`config.mk`:
```
export PLATFORM = sky130hd
export DESIGN_NAME = comparator_bist
export DESIGN_NICKNAME = d
export VERILOG_FILES = /design/src/rtl/comparator_bist.sv
export SDC_FILE = /design/constraint.sdc
export NUM_CORES = 1
export LEC_CHECK = 0
export ABC_CLOCK_PERIOD_IN_PS = 3100
export BUFFER_PORTS_ARGS = -buffer_cell sky130_fd_sc_hd__buf_2
export CORE_MARGIN = 2
export CORE_UTILIZATION = 47
export CTS_CLUSTER_SIZE = 30
export DETAILED_ROUTE_END_ITERATION = 6
export GPL_TIMING_DRIVEN = 0
export HOLD_SLACK_MARGIN = 0.12
export PLACE_DENSITY = 0.7
export SLEW_MARGIN = 15
export SYNTH_ARGS = -nofsm -noshare
export SYNTH_HDL_FRONTEND = slang
export SYNTH_SLANG_ARGS = --single-unit
```
`constraint.sdc`:
```
create_clock -name clk -period 3.1 [get_ports clk]
set_input_delay 0.155 -clock clk [delete_from_list [all_inputs] [get_ports clk]]
set_output_delay 0.155 -clock clk [all_outputs]
set_load 0.005 [all_outputs]
```
`src/rtl/comparator_bist.sv`:
```
// Built-in self-test sweep for a WIDTH-bit magnitude comparator: drives every (A,B) pair,
// checks GT/LT/EQ against an internal unsigned compare, counts mismatches, latches the first.
module comparator_bist #(
    parameter int WIDTH  = 4,
    parameter int SETTLE = 1
) (
    input  logic               clk,
    input  logic               rst_n,
    input  logic               start,
    output logic [WIDTH-1:0]   a_out,
    output logic [WIDTH-1:0]   b_out,
    input  logic               gt_in,
    input  logic               lt_in,
    input  logic               eq_in,
    output logic               busy,
    output logic               done,
    output logic               pass,
    output logic [2*WIDTH:0]   err_count,
    output logic [WIDTH-1:0]   fail_a,
    output logic [WIDTH-1:0]   fail_b
);

    typedef enum logic [1:0] {IDLE, WAIT, CHECK, DONE} state_t;

    localparam logic [3:0]       SETTLE_CNT = 4'(SETTLE);
    localparam logic [WIDTH-1:0] ONES       = '1;
    localparam logic [WIDTH-1:0] ONE        = WIDTH'(1);

    state_t           state;
    logic [3:0]       cnt;
    logic             exp_gt, exp_lt, exp_eq;
    logic             mismatch;
    logic [2*WIDTH:0] err_next;

    // Expectation is derived from the registered operands, so it matches what the DUT saw.
    always_comb begin
        exp_gt   = a_out > b_out;
        exp_lt   = a_out < b_out;
        exp_eq   = a_out == b_out;
        mismatch = {gt_in, lt_in, eq_in} != {exp_gt, exp_lt, exp_eq};
        err_next = err_count + {{(2*WIDTH){1'b0}}, mismatch};
    end

    always_ff @(posedge clk or negedge rst_n) begin
        if (!rst_n) begin
            state     <= IDLE;
            cnt       <= '0;
            a_out     <= '0;
            b_out     <= '0;
            busy      <= 1'b0;
            done      <= 1'b0;
            pass      <= 1'b0;
            err_count <= '0;
            fail_a    <= '0;
            fail_b    <= '0;
        end else begin
            done <= 1'b0;
            case (state)
                IDLE: begin
                    if (start) begin
                        state     <= WAIT;
                        cnt       <= SETTLE_CNT;
                        a_out     <= '0;
                        b_out     <= '0;
                        err_count <= '0;
                        fail_a    <= '0;
                        fail_b    <= '0;
                        pass      <= 1'b0;
                        busy      <= 1'b1;
                    end
                end
                WAIT: begin
                    if (cnt == 4'd1) begin
                        state <= CHECK;
                    end else begin
                        cnt <= cnt - 4'd1;
                    end
                end
                CHECK: begin
                    if (mismatch) begin
                        err_count <= err_next;
                        if (err_count == '0) begin
                            fail_a <= a_out;
                            fail_b <= b_out;
                        end
                    end
                    // B is the inner loop; the final pair closes the sweep on this edge.
                    if (b_out != ONES) begin
                        b_out <= b_out + ONE;
                        cnt   <= SETTLE_CNT;
                        state <= WAIT;
                    end else if (a_out != ONES) begin
                        b_out <= '0;
                        a_out <= a_out + ONE;
                        cnt   <= SETTLE_CNT;
                        state <= WAIT;
                    end else begin
                        state <= DONE;
                        busy  <= 1'b0;
                        done  <= 1'b1;
                        pass  <= (err_next == '0);
                    end
                end
                DONE: begin
                    state <= IDLE;
                end
                default: begin
                    state <= IDLE;
                end
            endcase
        end
    end

endmodule

```
Yosys cells after proc, flatten, opt, wreduce, memory -nomap -nowiden. Index checks and enable logic that the tools add are counted.

Flip-flop bits (word level): 34. Bits of input ports: 6. Output and inout bits: 28. Word-level logic and storage cells: 82.

Add/subtract/negate cells: 4. Magnitude comparators: 2. Eq/ne operators: 17. Muxes and demuxes: 37. Reduce and logical (&&, ||, !) cells: 12.

Operators by type and width (count): $mux W4 (13); $pmux W4 S2 (4); $logic_not A9 Y1 (2); $mux W9 (2); $pmux W9 S2 (1); $ne A2 B2 Y1 const B (8); $reduce_and A4 Y1 (4); $pmux W4 S3 (1); $add A9 B1 Y9 (1); $mux W1 (9); $add A4 B1 Y4 const B (2); $mux W2 (4); $ne A4 B4 Y1 const B (2); $pmux W2 S4 (1); $reduce_and A3 Y1 (2); $eq A2 B2 Y1 const B (2); $eq A4 B1 Y1 const B (1); $eq A4 B4 Y1 (1); $gt A4 B4 Y1 (1); $lt A4 B4 Y1 (1); $pmux W1 S2 (2); $sub A4 B1 Y4 const B (1); $ne A3 B3 Y1 (1); $ne A3 B3 Y1 const B (1); 5 further kinds (5).

Longest topological paths before layout. Gate-level depths: netlist (run 1).

Depth after elaboration: 7. Mapped depth: 15. Mapped depth without buffers: 14.

Worst setup path before layout (run 1). OpenSTA, ideal clock, no wires.

Path type: register to register. Start point: register b_out[2]. End point: register pass. Setup time: 0.110 ns. Arrival time: 3.172 ns. Required time: 2.990 ns. Slack: -0.182 ns. Cell stages (with the launch flop): 16. Buffers on the path: 1. Period minus slack after synthesis: 3.282 ns. Cell sequence: dfrtp_1 inv_1 ha_1 nand4_1 nor3b_1 nand2_1 a32oi_1 inv_1 ha_1 and3_1 clkbuf_1 and3_1 or3_1 o21ai_0 a31oi_1 o41ai_1.

Cells in the longest elaborated chain, start to end: 7. Elaborated cells on any way between the ends: 12. Classes of those cells: 1 x add/sub; 2 x order compare; 4 x eq/ne; 3 x mux; 2 x reduce/logical.

RTL lines: from (decl) (RTL line 11) `output logic [WIDTH-1:0] b_out,`; from (signal assigned) (RTL line 89) `b_out <= b_out + ONE;`; $lt A4 B4 Y1, or another cell as far along (RTL line 38) `exp_lt = a_out < b_out;`; $ne A3 B3 Y1 (RTL line 40) `mismatch = {gt_in, lt_in, eq_in} != {exp_gt, exp_lt, exp_eq};`; $add A9 B1 Y9 (RTL line 41) `err_next = err_count + {{(2*WIDTH){1'b0}}, mismatch};`; $logic_not A9 Y1 (RTL line 101) `pass <= (err_next == '0);`; $mux W1 (RTL line 92) `end else if (a_out != ONES) begin`; $mux W1 (RTL line 88) `if (b_out != ONES) begin`; $pmux W1 S2 (RTL line 58) `case (state)`; to (signal assigned) (RTL line 101); to (decl) (RTL line 17) `output logic pass,`.

Several ways; a longest one is shown, not always the timed one. The select of a mux whose other input is x is not followed. A chain may end at the register's enable or synchronous reset.

Worst setup path in the final report (run 1).
Start point: register a_out[2]. End point: register pass.

Cells in the longest elaborated chain, start to end: 7. Elaborated cells on any way between the ends: 12. Classes of those cells: 1 x add/sub; 2 x order compare; 4 x eq/ne; 3 x mux; 2 x reduce/logical.

RTL lines: from (decl) (RTL line 10) `output logic [WIDTH-1:0] a_out,`; from (signal assigned) (RTL line 94) `a_out <= a_out + ONE;`; $lt A4 B4 Y1, or another cell as far along (RTL line 38); $ne A3 B3 Y1 (RTL line 40); $add A9 B1 Y9 (RTL line 41); $logic_not A9 Y1 (RTL line 101); $mux W1 (RTL line 92); $mux W1 (RTL line 88); $pmux W1 S2 (RTL line 58).

Several ways; a longest one is shown, not always the timed one. The select of a mux whose other input is x is not followed.

==> impl_metrics.json, run 1 <==
{
  "htree_levels": 2,
  "end_kind": "flip-flop",
  "worstSkewPairLatency_ns": 0.29,
  "synth-edff-count": 0,
  "syn-cell-area_mm2": 0.00201,
  "yosys.cell_types.count": 46,
  "overflow": 0,
  "start_util": 0.496,
  "arrival_ns": 3.32,
  "period_share": 1.01,
  "area_delta_synth_final_pct": 34.3,
  "cp_max_fo": 4,
  "die_h_um": 69.5,
  "seq_area_frac_synth": 0.422,
  "rsz0062_at_grt": "true",
  "antenna_found_initial": 0,
  "cap_violations": 0,
  "ys_warn_count": 0,
  "numCtsBuffers": 5,
  "finalHoldViolations": 0,
  "rrSetupSlack_ns": -0.03,
  "dp_slack_ns": -0.453,
  "ys.flop_type": "dfrtp_1",
  "setup_viol": 1,
  "grt_max_degree": 35,
  "first_iter_violations": 113,
  "nNetsFinal": 302,
  "clkSlewWorstSetupHoldPaths_ns": 0.08,
  "dr.pass1.iters": 4,
  "critPathLaunchType": "flip-flop",
  "clock_sinks": 34,
  "grt_pass1_wl_mm": 9.18,
  "worst_hold_slack_ns": 0.367,
  "power.density_mw_per_mm2": 700,
  "drc": 0,
  "violations": "setup timing",
  "routedWlPerCell_um": 17.4,
  "slew_violations": 0,
  "fin_crit_ns": 3.13,
  "grt_pass1_vias": 1928,
  "clock-root-buffer": "clkbuf_8",
  "nFillCells": 334,
  "syn_inst": 216,
  "max_freq_ghz": 0.319,
  "grt_usage": 0.236,
  "hp-class": "primary input to flip-flop",
  "io_pins": 34,
  "p_leak_nw": 1.33,
  "diodes": 0,
  "ant_nets": 0,
  "clockBufferDepth": 2,
  "via_per_inst": 5.97,
  "async_flop_share": 1.00,
  "rows": 23,
  "cpMostUsedCell": "ha_4",
  "cpPeakStageDelay_ns": 0.55,
  "peakVddDrop_uv": 461,
  "die_width_um": 69.5,
  "fin_ws_ns": -0.0331,
  "dieArea_mm2": 0.00483,
  "fin_skew_ns": 0.00458,
  "path_delay_family": "simple AND/OR/NAND/NOR gates",
  "crit_buf_inv": 1,
  "numPortBuffers": 33,
  "max_slew_margin": 0.330,
  "outcome": "finished, violations left",
  "fin_util": 0.667,
  "crit_chain": "ha_4 -> nand4_1 -> nor3b_2 -> nand2_1 -> a32oi_4 -> inv_2 -> ha_4 -> ha_2 -> or4_4 -> o41ai_2",
  "synth_top_area_frac": 0.422,
  "worst_pin_slew_ns": 1.00,
  "drive_above_1_share": 0.355,
  "hpwl_mm": 3.60,
  "route.vias.total": 2013,
  "synthTopCellsByArea": "dfrtp_1 42%, ha_1 6.2%, o21ai_0 5.5%",
  "synth_top_area_cell": "dfrtp_1",
  "syn_avg_cell_area_um2": 9.33,
  "critical_path_required_ns": 3.29,
  "drt-total-wl_mm": 5.86,
  "worst_path_max_delay_cell": "or4_4",
  "synth_commonest_cells": "34 x dfrtp_1, 22 x o21ai_0, 15 x nand2_1",
  "worstSetupPathType": "flip-flop to flip-flop",
  "synth.most_common_cell": "dfrtp_1",
  "cts_tree": "built",
  "synth_seq_cells": 34,
  "coreArea_mm2": 0.00406,
  "globalplace.congestion": 0.870,
  "synth_fp_nets": 232
}
[registers in the layout, summed over array words and instances, names as in the netlist]
signal and flops:
err_count 9, a_out 4, b_out 4, cnt 4, fail_a 4, fail_b 4
state 2, busy 1, done 1, pass 1
[worst min-delay path, cell delays in order]
cell      delay, ns
buf_2          0.09
o21bai_1       0.19
nand2_1        0.12
nand3_1        0.06
[cells by family (layout without fill, tap and decap cells)]
logic type,count (synthesis),count (layout),synth area share
and+or+nand+nor,76,76,0.212
AOI/OAI and AO/OA,67,67,0.224
DFF,34,34,0.422
buffers and inverters,21,92,0.0435
adders and majority gates,10,10,0.0621
xor gates and xnor gates,6,6,0.0261
muxes,2,2,0.00994
[area by class of cell]
cell class                      instances  area, um2  share of cell area
Multi-Input combinational cell        161       1210               0.447
Inverter                               10       37.5              0.0139
Clock buffer                            6       82.6              0.0305
Timing Repair Buffer                   64        400               0.148
Tap cell                               50       62.6              0.0231
Buffer                                 10       46.3              0.0171
Sequential cell                        34        855               0.316
Clock inverter                          2       12.5             0.00462
[what timing repair did]
| action | in CTS | in global routing |
|---|---|---|
| pin swaps | 9 | 9 |
| buffers inserted | 12 | 18 |
| hold buffers | 1 | 0 |
| resized for setup | 16 | 7 |
| setup endpoints to repair | 5 | 3 |
| endpoints found under the hold margin | 34 | 0 |
[layer usage]
metal,vias to the layer above,wire [um],GRT usage
met1,978,2580,0.308
met5,-,0,0
li1,957,-,-
met4,0,146,0.0850
met3,14,299,0.0669
met2,64,2830,0.374
[through the flow]
| step | std cells | setup TNS (ns) | total power, mW | cell area (um2) |
|---|---|---|---|---|
| after floorplan | 216 | 0 | 1.10 | 2060 |
| after global placement | 299 | -0.635 | 1.29 | 2290 |
| after detailed placement | 299 | -0.931 | 1.31 | 2290 |
| after CTS | 319 | -0.0224 | 1.77 | 2530 |
| after global routing | 337 | -0.239 | 2.03 | 2710 |
| final | 337 | -0.0331 | 1.89 | 2710 |
[final timing paths]
| kind | startpoint | to | cells past startpoint |
|---|---|---|---|
| min in group asynchronous | rst_n | state[0] | 2 |
| max in group asynchronous | rst_n | a_out[2] | 2 |
| worst min-delay path | start | err_count[4] | 4 |
| worst max-delay path | a_out[2] | pass | 10 |
| worst max register to register | a_out[2] | pass | 10 |
| worst min register to register | pass | pass | 2 |
[cell usage in the layout (no fill, tap or decap), types with 2 or more instances in the layout]
master / netlist / final
a211o_1: 3 / 3
a21o_1: 2 / 2
a21oi_1: 5 / 4
a31oi_1: 4 / 4
and3_1: 10 / 6
and3_4: 0 / 3
and4b_1: 2 / 2
buf_2: 1 / 34
buf_4: 0 / 30
clkbuf_1: 8 / 7
clkbuf_8: 0 / 6
dfrtp_1: 34 / 31
dfrtp_2: 0 / 3
ha_1: 10 / 4
ha_4: 0 / 5
inv_1: 10 / 5
inv_2: 0 / 5
mux2i_1: 2 / 2
nand2_1: 15 / 15
nand2b_1: 2 / 2
nand3_1: 10 / 10
nand4_1: 3 / 3
nor2_1: 11 / 11
nor2b_1: 3 / 3
nor3_1: 4 / 4
o211ai_1: 3 / 3
o21ai_0: 22 / 21
o21bai_1: 2 / 2
o22ai_1: 2 / 2
o31ai_1: 8 / 8
o41ai_1: 9 / 8
or3_1: 3 / 3
xnor2_1: 3 / 3
xor2_1: 3 / 3
[report_power, final]
part | internal [mW] | switching (mW) | leakage, nW
combinational | 0.430 | 0.524 | 0.832
clock | 0.179 | 0.177 | 0.0472
sequential | 0.512 | 0.0713 | 0.455
total | 1.12 | 0.773 | 1.33
Power figures use the tool's default switching activity.
==> run 2: changes to the inputs <==
CELL_PAD_IN_SITES_DETAIL_PLACEMENT = 0   (was unset)
CELL_PAD_IN_SITES_GLOBAL_PLACEMENT = 1   (was unset)
CORE_UTILIZATION = 38   (was 47)
PLACE_DENSITY = 0.74   (was 0.7)
==> run 2 against run 1 <==
The run now ends clean. Sequential cell count stayed put. Final area is 0.88% lower. First-iteration DRC count rose by 5.3%. Cell count is 3.9% higher.
==> impl_metrics.json, run 2 (synthesized netlist as in run 1, its figures left out) <==
{
  "outcome": "completed",
  "peakVddDrop_uv": 302,
  "die_h_um": 76.8,
  "clockBufferDepth": 2,
  "multi_input_area_mm2": 0.00121,
  "cp_max_fo": 4,
  "hp-class": "primary input to flip-flop",
  "coreArea_mm2": 0.00511,
  "hpwl_mm": 3.65,
  "crit_chain": "inv_2 -> ha_4 -> nand4_1 -> nor3b_2 -> nand2_1 -> a32oi_2 -> inv_2 -> ha_4 -> ha_2 -> or4_4 -> o41ai_2",
  "power.density_mw_per_mm2": 696,
  "numCtsBuffers": 5,
  "diodes": 0,
  "grt_max_degree": 35,
  "arrival_ns": 3.20,
  "hold_start": "start",
  "worstSkewPairLatency_ns": 0.29,
  "setup_viol": 0,
  "clock-root-buffer": "clkbuf_8",
  "period_share": 0.969,
  "reg2reg_from": "a_out[0]",
  "finalHoldViolations": 0,
  "antenna_found_initial": 0,
  "tns_ns": 0,
  "drc": 0,
  "route.vias.total": 1921,
  "numPortBuffers": 33,
  "dieArea_mm2": 0.00590,
  "max_slew_margin": 0.328,
  "htree_levels": 2,
  "worst_pin_slew_ns": 1.00,
  "drt-total-wl_mm": 5.70,
  "critical_path_required_ns": 3.29,
  "ant_nets": 0,
  "largest_reg_flops": 9,
  "timing.rr.end": "pass",
  "grt_usage": 0.202,
  "final_cell_mix": "34 x buf_2, 30 x dfrtp_1, 23 x buf_4",
  "p_total_mw": 1.87,
  "via_per_inst": 5.49,
  "cap_violations": 0,
  "dp_slack_ns": -0.418,
  "clkSlewWorstSetupHoldPaths_ns": 0.07,
  "cts_tree": "built",
  "fin_crit_ns": 3.00,
  "regArea_um2": 856,
  "area_delta_synth_final_pct": 33.2,
  "fin_ws_ns": 0.0974,
  "globalplace.congestion": 0.791,
  "dr.pass1.iters": 4,
  "rrSetupSlack_ns": 0.1,
  "clock_sinks": 34,
  "die_width_um": 76.8,
  "worstSetupPathType": "flip-flop to flip-flop",
  "crit_buf_inv": 2,
  "slew_violations": 0,
  "routedWlPerCell_um": 16.3,
  "hold-path-cell-count": 4,
  "grt_pass1_vias": 1854,
  "overflow": 0,
  "final_common_cell": "buf_2",
  "ff2ff_path_depth": 11,
  "cpPeakStageDelay_ns": 0.53,
  "io_pins": 34,
  "grt_pass1_wl_mm": 9.48,
  "fin_skew_ns": 0.00434,
  "min_to": "err_count[4]",
  "path_delay_family": "simple AND/OR/NAND/NOR gates",
  "worst_path_max_delay_cell": "or4_4",
  "nNetsFinal": 295,
  "first_iter_violations": 119,
  "drive_above_1_share": 0.354,
  "top_register": "err_count",
  "p_leak_nw": 1.30,
  "critPathLaunchType": "flip-flop",
  "nFillCells": 501,
  "max_freq_ghz": 0.333,
  "start_util": 0.394,
  "rows": 26,
  "end_kind": "flip-flop"
}
-- run 2: metal layers --
| metal | global-route usage | part of all wire |
|---|---|---|
| met2 | 0.307 | 0.45 |
| met4 | 0.0709 | 0.019 |
| met1 | 0.283 | 0.50 |
| met5 | 0 | 0 |
| met3 | 0.0424 | 0.039 |
-- run 2: cell type report --
type                    count  area share
plain buffers              10      0.0173
clock buffers               6      0.0308
clock inverters             2     0.00466
inverters                  10      0.0140
multi-input cells         161       0.452
flip-flops and latches     34       0.319
well taps                  70      0.0326
repair buffers             57       0.130
-- run 2: worst min-delay path, stage by stage --
cell      delay [ns]
buf_2           0.09
o21bai_1        0.20
nand2_1         0.13
nand3_1         0.06
-- run 2: repair_timing --
item | 4_1_cts | 5_1_grt
pin swaps | 10 | 12
gates cloned | 0 | 0
setup endpoints to repair | 4 | 4
buffers inserted | 17 | 8
hold buffers | 1 | 0
hold endpoints to repair | 34 | 0
resized for setup | 13 | 14
-- run 2: power by group --
part           switching [mW]  total, mW  internal, mW
Combinational           0.503      0.927         0.425
Clock                   0.175      0.353         0.179
Sequential             0.0726      0.585         0.513
Total                   0.750       1.87          1.12
-- run 2: worst max-delay path by stage --
stage | startpoint | depth (start not counted) | slack, ns | endpoint
after floorplan | b_out[1] | 15 | 0.02 | pass
after global placement | b_out[1] | 15 | -0.43 | pass
after detailed placement | b_out[1] | 15 | -0.42 | pass
after CTS | b_out[1] | 19 | -0.002 | err_count[6]
after global routing | a_out[0] | 11 | -0.04 | pass
final | a_out[0] | 11 | 0.1 | pass
-- run 2: metrics by stage --
stage          utilization  instance area, um2  hold slack (ns)  cells
2_1_floorplan            -                2060           -0.141    216
3_3_place_gp         0.454                2320            0.292    319
3_5_place_dp         0.454                2320            0.294    319
4_1_cts              0.506                2580            0.392    344
5_1_grt              0.525                2680            0.427    350
6_report             0.525                2680            0.389    350
==> run 3: changes to the inputs <==
CORE_MARGIN = unset   (was 2)
==> run 3 against run 2 <==
Cell count down 1.4%. Final area is 1.1% lower. Critical path depth unchanged. Clock skew increased by 0.00061 ns. Critical endpoint unchanged. Largest power group unchanged. Worst hold slack lost 0.0058 ns. Count of clock-buffer cells in the layout unchanged. Core utilization fell by 0.56 points. First-iteration DRC count up 6.7%.
==> impl_metrics.json, run 3 (synthesized netlist as in run 1, its figures left out) <==
{
  "outcome": "completed",
  "io_pins": 34,
  "max_freq_ghz": 0.337,
  "grt_pass1_vias": 1760,
  "fin_ws_ns": 0.136,
  "p_switching_uw": 739,
  "p_int_mw": 1.08,
  "cpMostUsedCell": "ha_4",
  "worst_pin_slew_ns": 0.937,
  "finalHoldViolations": 0,
  "p_total_mw": 1.82,
  "slew_violations": 0,
  "cp_max_fo": 6,
  "first_iter_violations": 127,
  "dieArea_mm2": 0.00560,
  "hpwl_mm": 3.76,
  "start_util": 0.394,
  "route.vias.total": 1914,
  "p_leak_nw": 1.27,
  "worstSetupPathType": "flip-flop to flip-flop",
  "diodes": 0,
  "coreArea_mm2": 0.00511,
  "final_common_cell": "buf_2",
  "critPathLaunchType": "flip-flop",
  "nNetsFinal": 290,
  "pwr-share-comb": 0.486,
  "drt-total-wl_mm": 5.60,
  "power.density_mw_per_mm2": 687,
  "end_kind": "flip-flop",
  "routedWlPerCell_um": 16.2,
  "drive_above_1_share": 0.338,
  "ff2ff_path_depth": 11,
  "hp-class": "primary input to flip-flop",
  "top_register": "err_count",
  "worstSkewPairLatency_ns": 0.29,
  "crit_chain": "inv_2 -> ha_4 -> a21o_1 -> or3_1 -> a21oi_2 -> a32oi_2 -> inv_2 -> ha_4 -> ha_4 -> or4_4 -> o41ai_2",
  "cap_violations": 0,
  "overflow": 0,
  "dp_slack_ns": -0.408,
  "drc": 0,
  "htree_levels": 2,
  "dr.pass1.iters": 4,
  "antenna_found_initial": 0,
  "period_share": 0.956,
  "cpPeakStageDelay_ns": 0.51,
  "die_h_um": 74.8,
  "critical_path_required_ns": 3.29,
  "p_clk_frac": 0.195,
  "clkSlewWorstSetupHoldPaths_ns": 0.08,
  "fin_skew_ns": 0.00495,
  "largest_reg_flops": 9,
  "die_width_um": 74.8,
  "ant_nets": 0,
  "switching_share": 0.406,
  "fin_cells": 345,
  "numCtsBuffers": 5,
  "seq_power_share": 0.319,
  "rows": 26,
  "area_delta_synth_final_pct": 31.7,
  "hold-path-cell-count": 4,
  "via_per_inst": 5.55,
  "tns_ns": 0,
  "peakVddDrop_uv": 385,
  "fin_crit_ns": 2.96,
  "numPortBuffers": 33,
  "clock-root-buffer": "clkbuf_8",
  "grt_max_degree": 35,
  "grt_pass1_wl_mm": 8.67,
  "dp.cells": 319,
  "grt_usage": 0.208,
  "clock_sinks": 34,
  "clockBufferDepth": 2,
  "arrival_ns": 3.16,
  "setup_viol": 0,
  "worst_path_max_delay_cell": "or4_4",
  "fin_util": 0.520,
  "cts_tree": "built",
  "max_slew_margin": 0.372,
  "final_cell_mix": "34 x buf_2, 30 x dfrtp_1, 21 x o21ai_0",
  "globalplace.congestion": 0.752
}
-- run 3: timing repair --
item / CTS / global route
pin swaps: 9 / 11
gates cloned: 0 / 0
gates resized for setup: 13 / 13
setup buffers: 11 / 7
endpoints found under the setup margin: 4 / 1
hold buffers: 1 / 0
hold endpoints to repair: 34 / 0
-- run 3: layer usage --
metal | up-vias | routed length, um | GRT usage
li1 | 931 | - | -
met1 | 928 | 2730 | 0.298
met2 | 45 | 2530 | 0.311
met3 | 10 | 229 | 0.0442
met4 | 0 | 112 | 0.0734
met5 | - | 0 | 0
-- run 3: worst max-delay path: cells and delay by family (launching register included) --
| family | cells | cell delay [ns] |
|---|---|---|
| buffers and inverters | 2 | 0.21 |
| AO/OA/AOI/OAI | 4 | 0.77 |
| AND/OR/NAND/NOR | 2 | 0.91 |
| adder cells (fa/ha/maj) | 3 | 0.56 |
| flip-flops | 1 | 0.40 |
-- run 3: per-stage QoR --
step	area, um2	hold WS (ns)
global route	2650	0.428
global placement	2320	0.290
CTS	2540	0.385
floorplan	2060	-0.141
detailed placement	2320	0.289
finish	2650	0.383
-- run 3: power groups by stage --
stage | sequential (mW) | combinational [mW] | clock [mW]
global route | 0.592 | 0.979 | 0.383
detailed placement | 0.596 | 0.715 | 0
global placement | 0.595 | 0.713 | 0
floorplan | 0.579 | 0.523 | 0
finish | 0.581 | 0.885 | 0.356
CTS | 0.577 | 0.831 | 0.361
-- run 3: final timing paths --
kind	startpoint	endpoint	slack, ns
min reg2reg	pass	pass	0.49
max	b_out[3]	pass	0.14
max in group asynchronous	rst_n	a_out[3]	2.07
min	start	err_count[4]	0.38
min in group asynchronous	rst_n	pass	0.48
max reg2reg	b_out[3]	pass	0.14
-- run 3: area by class of cell --
class                   instances  area, um2
fillers                       516       2450
multi-input cells             161       1220
flip-flops and latches         34        856
repair buffers                 52        310
well taps                      70       87.6
clock buffers                   6       82.6
plain buffers                  10       46.3
inverters                      10       37.5
clock inverters                 2       12.5
